===== config.mk =====
export PLATFORM = sky130hd
export DESIGN_NAME = noc_port_arbiter
export DESIGN_NICKNAME = d
export VERILOG_FILES = /design/src/rtl/noc_arb_pkg.sv /design/src/rtl/noc_port_arbiter_rr_picker.sv /design/src/rtl/noc_port_arbiter.sv
export SDC_FILE = /design/constraint.sdc
export NUM_CORES = 1
export LEC_CHECK = 0
export BUFFER_PORTS_ARGS = -buffer_cell sky130_fd_sc_hd__buf_4
export CORE_ASPECT_RATIO = 0.7
export CORE_MARGIN = 2
export CORE_UTILIZATION = 45
export DETAILED_ROUTE_END_ITERATION = 10
export PLACE_DENSITY = 0.89
export SETUP_SLACK_MARGIN = 0.05
export SLEW_MARGIN = 5
export SYNTH_ARGS = -nofsm -noshare
export SYNTH_HDL_FRONTEND = slang
export SYNTH_SLANG_ARGS = --single-unit
export TNS_END_PERCENT = 1

===== constraint.sdc =====
create_clock -name clk -period 2.6 [get_ports clk]
set_input_delay 0.39 -clock clk [delete_from_list [all_inputs] [get_ports clk]]
set_output_delay 0.39 -clock clk [all_outputs]
set_load 0.02 [all_outputs]

===== src/rtl/noc_arb_pkg.sv =====
// Shared types and defaults for the NoC output-port arbiter.
// Holds the arbiter state encoding, default geometry and the stats counter width.
package noc_arb_pkg;

  typedef enum logic {
    IDLE   = 1'b0,
    LOCKED = 1'b1
  } arb_state_t;

  localparam int DEF_NUM_REQ = 4;
  localparam int DEF_FLIT_W  = 8;
  localparam int STAT_W      = 16;

endpackage


===== src/rtl/noc_port_arbiter_rr_picker.sv =====
// rr_picker: first asserted request at or after rr_ptr, wrapping modulo NUM_REQ.
// Purely combinational, no backpressure; result is consumed by the arbiter FSM.
module rr_picker import noc_arb_pkg::*; #(
  parameter int NUM_REQ = DEF_NUM_REQ,
  parameter int IDX_W   = $clog2(NUM_REQ)
) (
  input  logic [NUM_REQ-1:0] req,
  input  logic [IDX_W-1:0]   rr_ptr,
  output logic [NUM_REQ-1:0] grant,
  output logic [IDX_W-1:0]   grant_idx,
  output logic               any_req
);

  logic [2*NUM_REQ-1:0] dbl_req;
  logic [2*NUM_REQ-1:0] masked;

  // The upper copy is never masked, so wrap-around falls out of a plain
  // lowest-set-bit search over the doubled vector.
  assign dbl_req = {req, req};
  assign masked  = dbl_req & ({(2*NUM_REQ){1'b1}} << rr_ptr);
  assign any_req = |req;

  always_comb begin
    grant     = '0;
    grant_idx = '0;
    for (int i = 2*NUM_REQ-1; i >= 0; i--) begin
      if (masked[i]) begin
        grant              = '0;
        grant[i % NUM_REQ] = 1'b1;
        grant_idx          = IDX_W'(i % NUM_REQ);
      end
    end
  end

endmodule


===== src/rtl/noc_port_arbiter.sv =====
// Wormhole round-robin arbiter into one output FIFO: 1 idle cycle per packet, then 1 flit/cycle combinationally;
// fifo_full_flag stalls the locked channel. Define NOC_ARB_STATS_EN for per-channel saturating packet counters.
module noc_port_arbiter import noc_arb_pkg::*; #(
  parameter int NUM_REQ = DEF_NUM_REQ,
  parameter int FLIT_W  = DEF_FLIT_W
) (
  input  logic                       clk,
  input  logic                       reset,
  input  logic [NUM_REQ-1:0]         req_valid,
  input  logic [NUM_REQ*FLIT_W-1:0]  req_data,
  input  logic [NUM_REQ-1:0]         req_last,
  output logic [NUM_REQ-1:0]         req_ready,
  output logic                       fifo_write_flag,
  output logic [FLIT_W-1:0]          fifo_in,
  input  logic                       fifo_full_flag,
  output logic [$clog2(NUM_REQ)-1:0] grant_id,
  output logic                       busy
`ifdef NOC_ARB_STATS_EN
  ,
  output logic [NUM_REQ*STAT_W-1:0]  pkt_count
`endif
);

  localparam int IDX_W = $clog2(NUM_REQ);

  arb_state_t         state;
  logic [IDX_W-1:0]   rr_ptr;
  logic [NUM_REQ-1:0] grant_vec;
  logic [NUM_REQ-1:0] pick_vec;
  logic [IDX_W-1:0]   pick_idx;
  logic               pick_any;
  logic               xfer;
  logic               tail_xfer;

  rr_picker #(
    .NUM_REQ (NUM_REQ),
    .IDX_W   (IDX_W)
  ) u_picker (
    .req       (req_valid),
    .rr_ptr    (rr_ptr),
    .grant     (pick_vec),
    .grant_idx (pick_idx),
    .any_req   (pick_any)
  );

  // grant_vec is the registered one-hot twin of grant_id, so ready needs no decode.
  assign req_ready       = (state == LOCKED && !fifo_full_flag) ? grant_vec : '0;
  assign xfer            = |(req_valid & req_ready);
  assign tail_xfer       = |(req_valid & req_last & req_ready);
  assign fifo_write_flag = xfer;
  assign fifo_in         = xfer ? req_data[int'(grant_id)*FLIT_W +: FLIT_W] : '0;

  always_ff @(posedge clk or posedge reset) begin
    if (reset) begin
      state     <= IDLE;
      rr_ptr    <= '0;
      grant_id  <= '0;
      grant_vec <= '0;
      busy      <= 1'b0;
    end else begin
      case (state)
        IDLE: begin
          if (pick_any) begin
            state     <= LOCKED;
            grant_id  <= pick_idx;
            grant_vec <= pick_vec;
            busy      <= 1'b1;
          end
        end
        LOCKED: begin
          if (tail_xfer) begin
            state  <= IDLE;
            busy   <= 1'b0;
            rr_ptr <= (grant_id == IDX_W'(NUM_REQ-1)) ? '0 : grant_id + 1'b1;
          end
        end
        default: begin
          state <= IDLE;
          busy  <= 1'b0;
        end
      endcase
    end
  end

`ifdef NOC_ARB_STATS_EN
  for (genvar g = 0; g < NUM_REQ; g++) begin : g_stats
    logic [STAT_W-1:0] cnt;
    always_ff @(posedge clk or posedge reset) begin
      if (reset)
        cnt <= '0;
      else if (tail_xfer && grant_vec[g] && cnt != '1)
        cnt <= cnt + 1'b1;
    end
    assign pkt_count[g*STAT_W +: STAT_W] = cnt;
  end
`endif

endmodule


## After elaboration in Yosys (flattened, before gate mapping)

Cells that the tools add are included.

- Register bits: 10
- Latch bits: 0
- Bits in writable memories: 0
- Memory bits (read-only): 0
- Input port bits: 43
- Output and inout bits: 16
- Word-level logic and storage cells: 49
- Memories: 0

- Add/subtract/negate cells: 1
- $mul: 0
- Div/mod/pow operators: 0
- Magnitude comparators: 0
- Equality and inequality tests: 3
- Shift operators: 2
- Multiplexer cells: 25
- Bitwise operators: 5
- Reduce and logical (&&, ||, !) cells: 8

Operators by type and width:

| kind | number |
|---|---|
| 4-bit two-way mux | 9 |
| 32-bit by 6-bit variable part select with 8-bit output | 1 |
| 2-bit two-way mux | 9 |
| 4-bit AND | 3 |
| 4-bit OR reduction | 3 |
| 8-bit AND | 1 |
| 8-bit two-way mux | 1 |
| 8-bit by 2-bit << shifter with 8-bit output, first input constant | 1 |
| 2-bit AND reduction | 3 |
| 1-bit two-way mux | 4 |
| 1-bit case mux with 2 select lines | 2 |
| 2-bit by 1-bit adder with 2-bit output, second input constant | 1 |
| 2-bit == test, second input constant | 1 |
| 2-bit by 1-bit inequality test with 1-bit output, second input constant | 1 |
| 2-bit inequality test, second input constant | 1 |
| 1-bit logical AND | 1 |
| 1-bit logical NOT | 1 |
| 1-bit NOT | 1 |

## Depth between registers and ports, before layout

- Word-level depth: 10
- Gate-level depth with buffers: 6
- Mapped depth without buffers: 4

## Cells and area by module

Synthesis repeated with hierarchy kept, for this count alone.

- Cell total of the unflattened synthesis: 92
- Area, all modules: 957.2 µm²

By module, submodules not included:

| module | times used | cells an instance | area each (µm²) | seq. area each (µm²) |
|---|---|---|---|---|
| noc_port_arbiter | 1 | 59 | 729.4 | 250.2 |
| rr_picker | 1 | 33 | 227.7 | 0.0 |

## Least setup slack after synthesis

No wires, ideal clock.

- Kind: register -> output
- Start: register grant_id[0]
- End: output port fifo_in[0]
- Arrival time: 1405 ps
- Required time: 2210 ps
- Setup slack: 805 ps
- Cell stages (with the launch flop): 4
- Buffers on the path: 1
- Cell sequence: dfrtp_1 > buf_6 > mux4_2 > and3_1

- Longest elaborated chain between the ends: 2

RTL lines:

| element | line | text |
|---|---|---|
| from (decl) | noc_port_arbiter.sv:16 | `output logic [$clog2(NUM_REQ)-1:0] grant_id,` |
| from (signal assigned) | noc_port_arbiter.sv:65 | `grant_id <= pick_idx;` |
| 32-bit by 6-bit variable part select with 8-bit output | noc_port_arbiter.sv:51 | `assign fifo_in = xfer ? req_data[int'(grant_id)*FLIT_W +: FLIT_W] : '0;` |
| 8-bit two-way mux | noc_port_arbiter.sv:51 |  |
| to (decl) | noc_port_arbiter.sv:14 | `output logic [FLIT_W-1:0] fifo_in,` |

Every way passes these cells.

## Final worst setup path

- Start: register grant_id[0]
- End: output port fifo_in[3]

Same word-level chain as after synthesis.

==> reports/metrics.yaml <==
p_total_mw: 1.08
drv_cap: 0
dp_cells: 172
rsz0062_at_grt: "no"
p_comb_share_pct: 57.9
utilization_pct: 70.9
place_congestion: 0.867
cts-htree-levels: 1
setup_viol: 0
post-route-period-util_pct: 88.7
async_reset_ff_share_pct: 100
routed_via_density: 5.81
switchingPower_uw: 478
synth.distinct_cells: 28
finalInstanceArea_um2: 1350
slew_headroom_pct: 50.5
io_pins: 59
num_vias: 1017
worstPathMaxFanout: 12
cts.repair.resized: 0
grt_start_max_net_pins: 17
cts_buffers: 3
worst_pin_slew_ns: 0.739
cp-start-kind: "flop"
period_needed_ns: 2.31
cp-end-kind: "output pin"
ys_seq_area_share_pct: 27.0
portBuffers: 58
synth-seq-cells: 10
worst_r2r_path_depth: 4
wirelength_um: 2610
diodes: 0
clock_skew_ns: 0.00873
clockRootBuffer: "clkbuf_4"
instances_no_fill: 175
clockBufferDepth: 2
wl_per_cell_um: 14.9
drt_iter0_markers: 18
yosysWarnings: 0
synth_nets: 144
grt-ovfl-total: 0
power_frac_clock_pct: 9.7
worstPathRequired_ns: 2.21
hold_viol_final: 0
clock_sinks: 10
busiest_layer: "met2"
slew_viol_final: 0
dpl_cell_area_um2: 1330
dp_hpwl_um: 2050
antenna_found_initial: 0
grt_pass1_wl_um: 4370
internal-power_uw: 604
die_y_um: 42.0
fmax_ghz: 0.434
avgSynthCellArea_um2: 9.27
die_w_um: 58.3
die-area_um2: 2450
grtUsageMet3_pct: 5.56
power_density_nw_per_um2: 802
path_clk_slew_ns: 0.07
fin_tns_setup_ns: 0
met2_usage_pct: 38.2
power_leakage_nw: 0.683
postCtsSetupBuffers: 0
worstPathArrival_ns: 1.92
holdWs_ns: 0.0961
synth_edf_count: 0
p_sw_share_pct: 44.1
critical_path_class: "flop to output pin"
peakVddDrop_mv: 0.610
drc: 0
setup_slack_ns: 0.294
syn2layout_area_growth_pct: 45.6
start_util_pct: 48.7
clkLatencyLatePin_ns: 0.27
synth-main-ff-cell: "dfrtp_1"
worstHoldPathType: "input pin to async pin"
syn_inst: 100
met1_usage_pct: 30.5
synth_area_um2: 927
drive_above_1_share_pct: 47.1
layout.nets: 199
cts_tree: "yes"
grt.total_usage_pct: 22.9
grt_pass1_vias: 947
r2r_slack_ns: 1.08
drtPass1Iterations: 5
status: "complete, no violations"
ant_nets: 0
pre_cts_slack_ns: 0.553
core_um2: 1900
pwr-share-seq_pct: 32.4
num_rows: 13
cts_hold_buffers: 0
-- cells in the final DEF, fill, tap and decap left out --
cell | synthesis | final
a2111oi_4 | 1 | 1
a21o_1 | 2 | 2
a21oi_1 | 8 | 8
a22o_1 | 1 | 1
a22o_2 | 1 | 1
a22oi_1 | 2 | 2
and2_1 | 5 | 5
and3_1 | 8 | 8
buf_4 | 2 | 58
clkbuf_4 | 0 | 3
dfrtp_1 | 10 | 10
ha_1 | 1 | 1
inv_1 | 6 | 6
mux2i_1 | 1 | 1
mux4_2 | 8 | 8
nand2_1 | 7 | 7
nand3_1 | 6 | 6
nand4_1 | 1 | 1
nor2_1 | 6 | 6
nor2_2 | 1 | 1
nor2b_1 | 3 | 3
o21a_1 | 1 | 1
o21ai_0 | 10 | 10
o221ai_1 | 2 | 2
o22ai_1 | 1 | 1
-- synthesized netlist by cell type (3+ instances only) --
library cell  number  area (µm²)
a21oi_1            8        40.0
and2_1             5        31.3
and3_1             8        50.1
buf_6              3        33.8
dfrtp_1           10         250
inv_1              6        22.5
mux4_2             8         180
nand2_1            7        26.3
nand3_1            6        30.0
nor2_1             6        22.5
nor2b_1            3        18.8
o21ai_0           10        50.1
-- state kept, by name (all words and copies together), names as in the netlist --
register,count
busy,1
grant_id,2
rr_ptr,2
grant_vec,4
state,1
-- power groups by stage --
stage | sequential [mW] | combinational (mW) | clock [mW]
after floorplan | 0.293 | 0.503 | 0
after global placement | 0.343 | 0.605 | 0
after detailed placement | 0.352 | 0.624 | 0
after CTS | 0.350 | 0.628 | 0.105
after global routing | 0.365 | 0.683 | 0.117
final | 0.350 | 0.627 | 0.105
-- worst max-delay path: stages, from the launching register on --
cell     delay, ns
dfrtp_1       0.72
mux4_2        0.57
and3_1        0.20
buf_4         0.15
-- final timing paths --
kind	start	end
worst min-delay path	reset	grant_id[1]$_DFFE_PP0P_
worst max register to register	state$_DFF_PP0_	rr_ptr[0]$_DFFE_PP0P_
max in group asynchronous	reset	grant_vec[2]$_DFFE_PP0P_
worst min register to register	busy$_DFFE_PP0P_	busy$_DFFE_PP0P_
worst max-delay path	grant_id[0]$_DFFE_PP0P_	fifo_in[3]
min in group clk	fifo_full_flag	state$_DFF_PP0_
-- cell families (layout without fill, tap and decap cells) --
kind of cell	after synthesis	in the layout	synth area share (%)
AO/OA/AOI/OAI	29	29	21.3
adder cells (fa/ha/maj)	1	1	1.35
buffers and inverters	14	67	9.17
flip-flops	10	10	27.0
multiplexers	9	9	20.5
AND/OR/NAND/NOR	37	37	20.6
-- routing by layer --
metal / wire length, µm / vias to the layer above
met5: 0 / -
met3: 225 / 2
met4: 27 / 0
met1: 1050 / 484
li1: - / 479
met2: 1300 / 52
-- final cells by class --
type | instances | area (µm²)
Sequential cell | 10 | 250
Fill cell | 147 | 553
Clock buffer | 3 | 22.5
Multi-Input combinational cell | 76 | 592
Inverter | 6 | 22.5
Tap cell | 22 | 27.5
Timing Repair Buffer | 58 | 435
No activity file was read; power rests on OpenSTA's default activity.
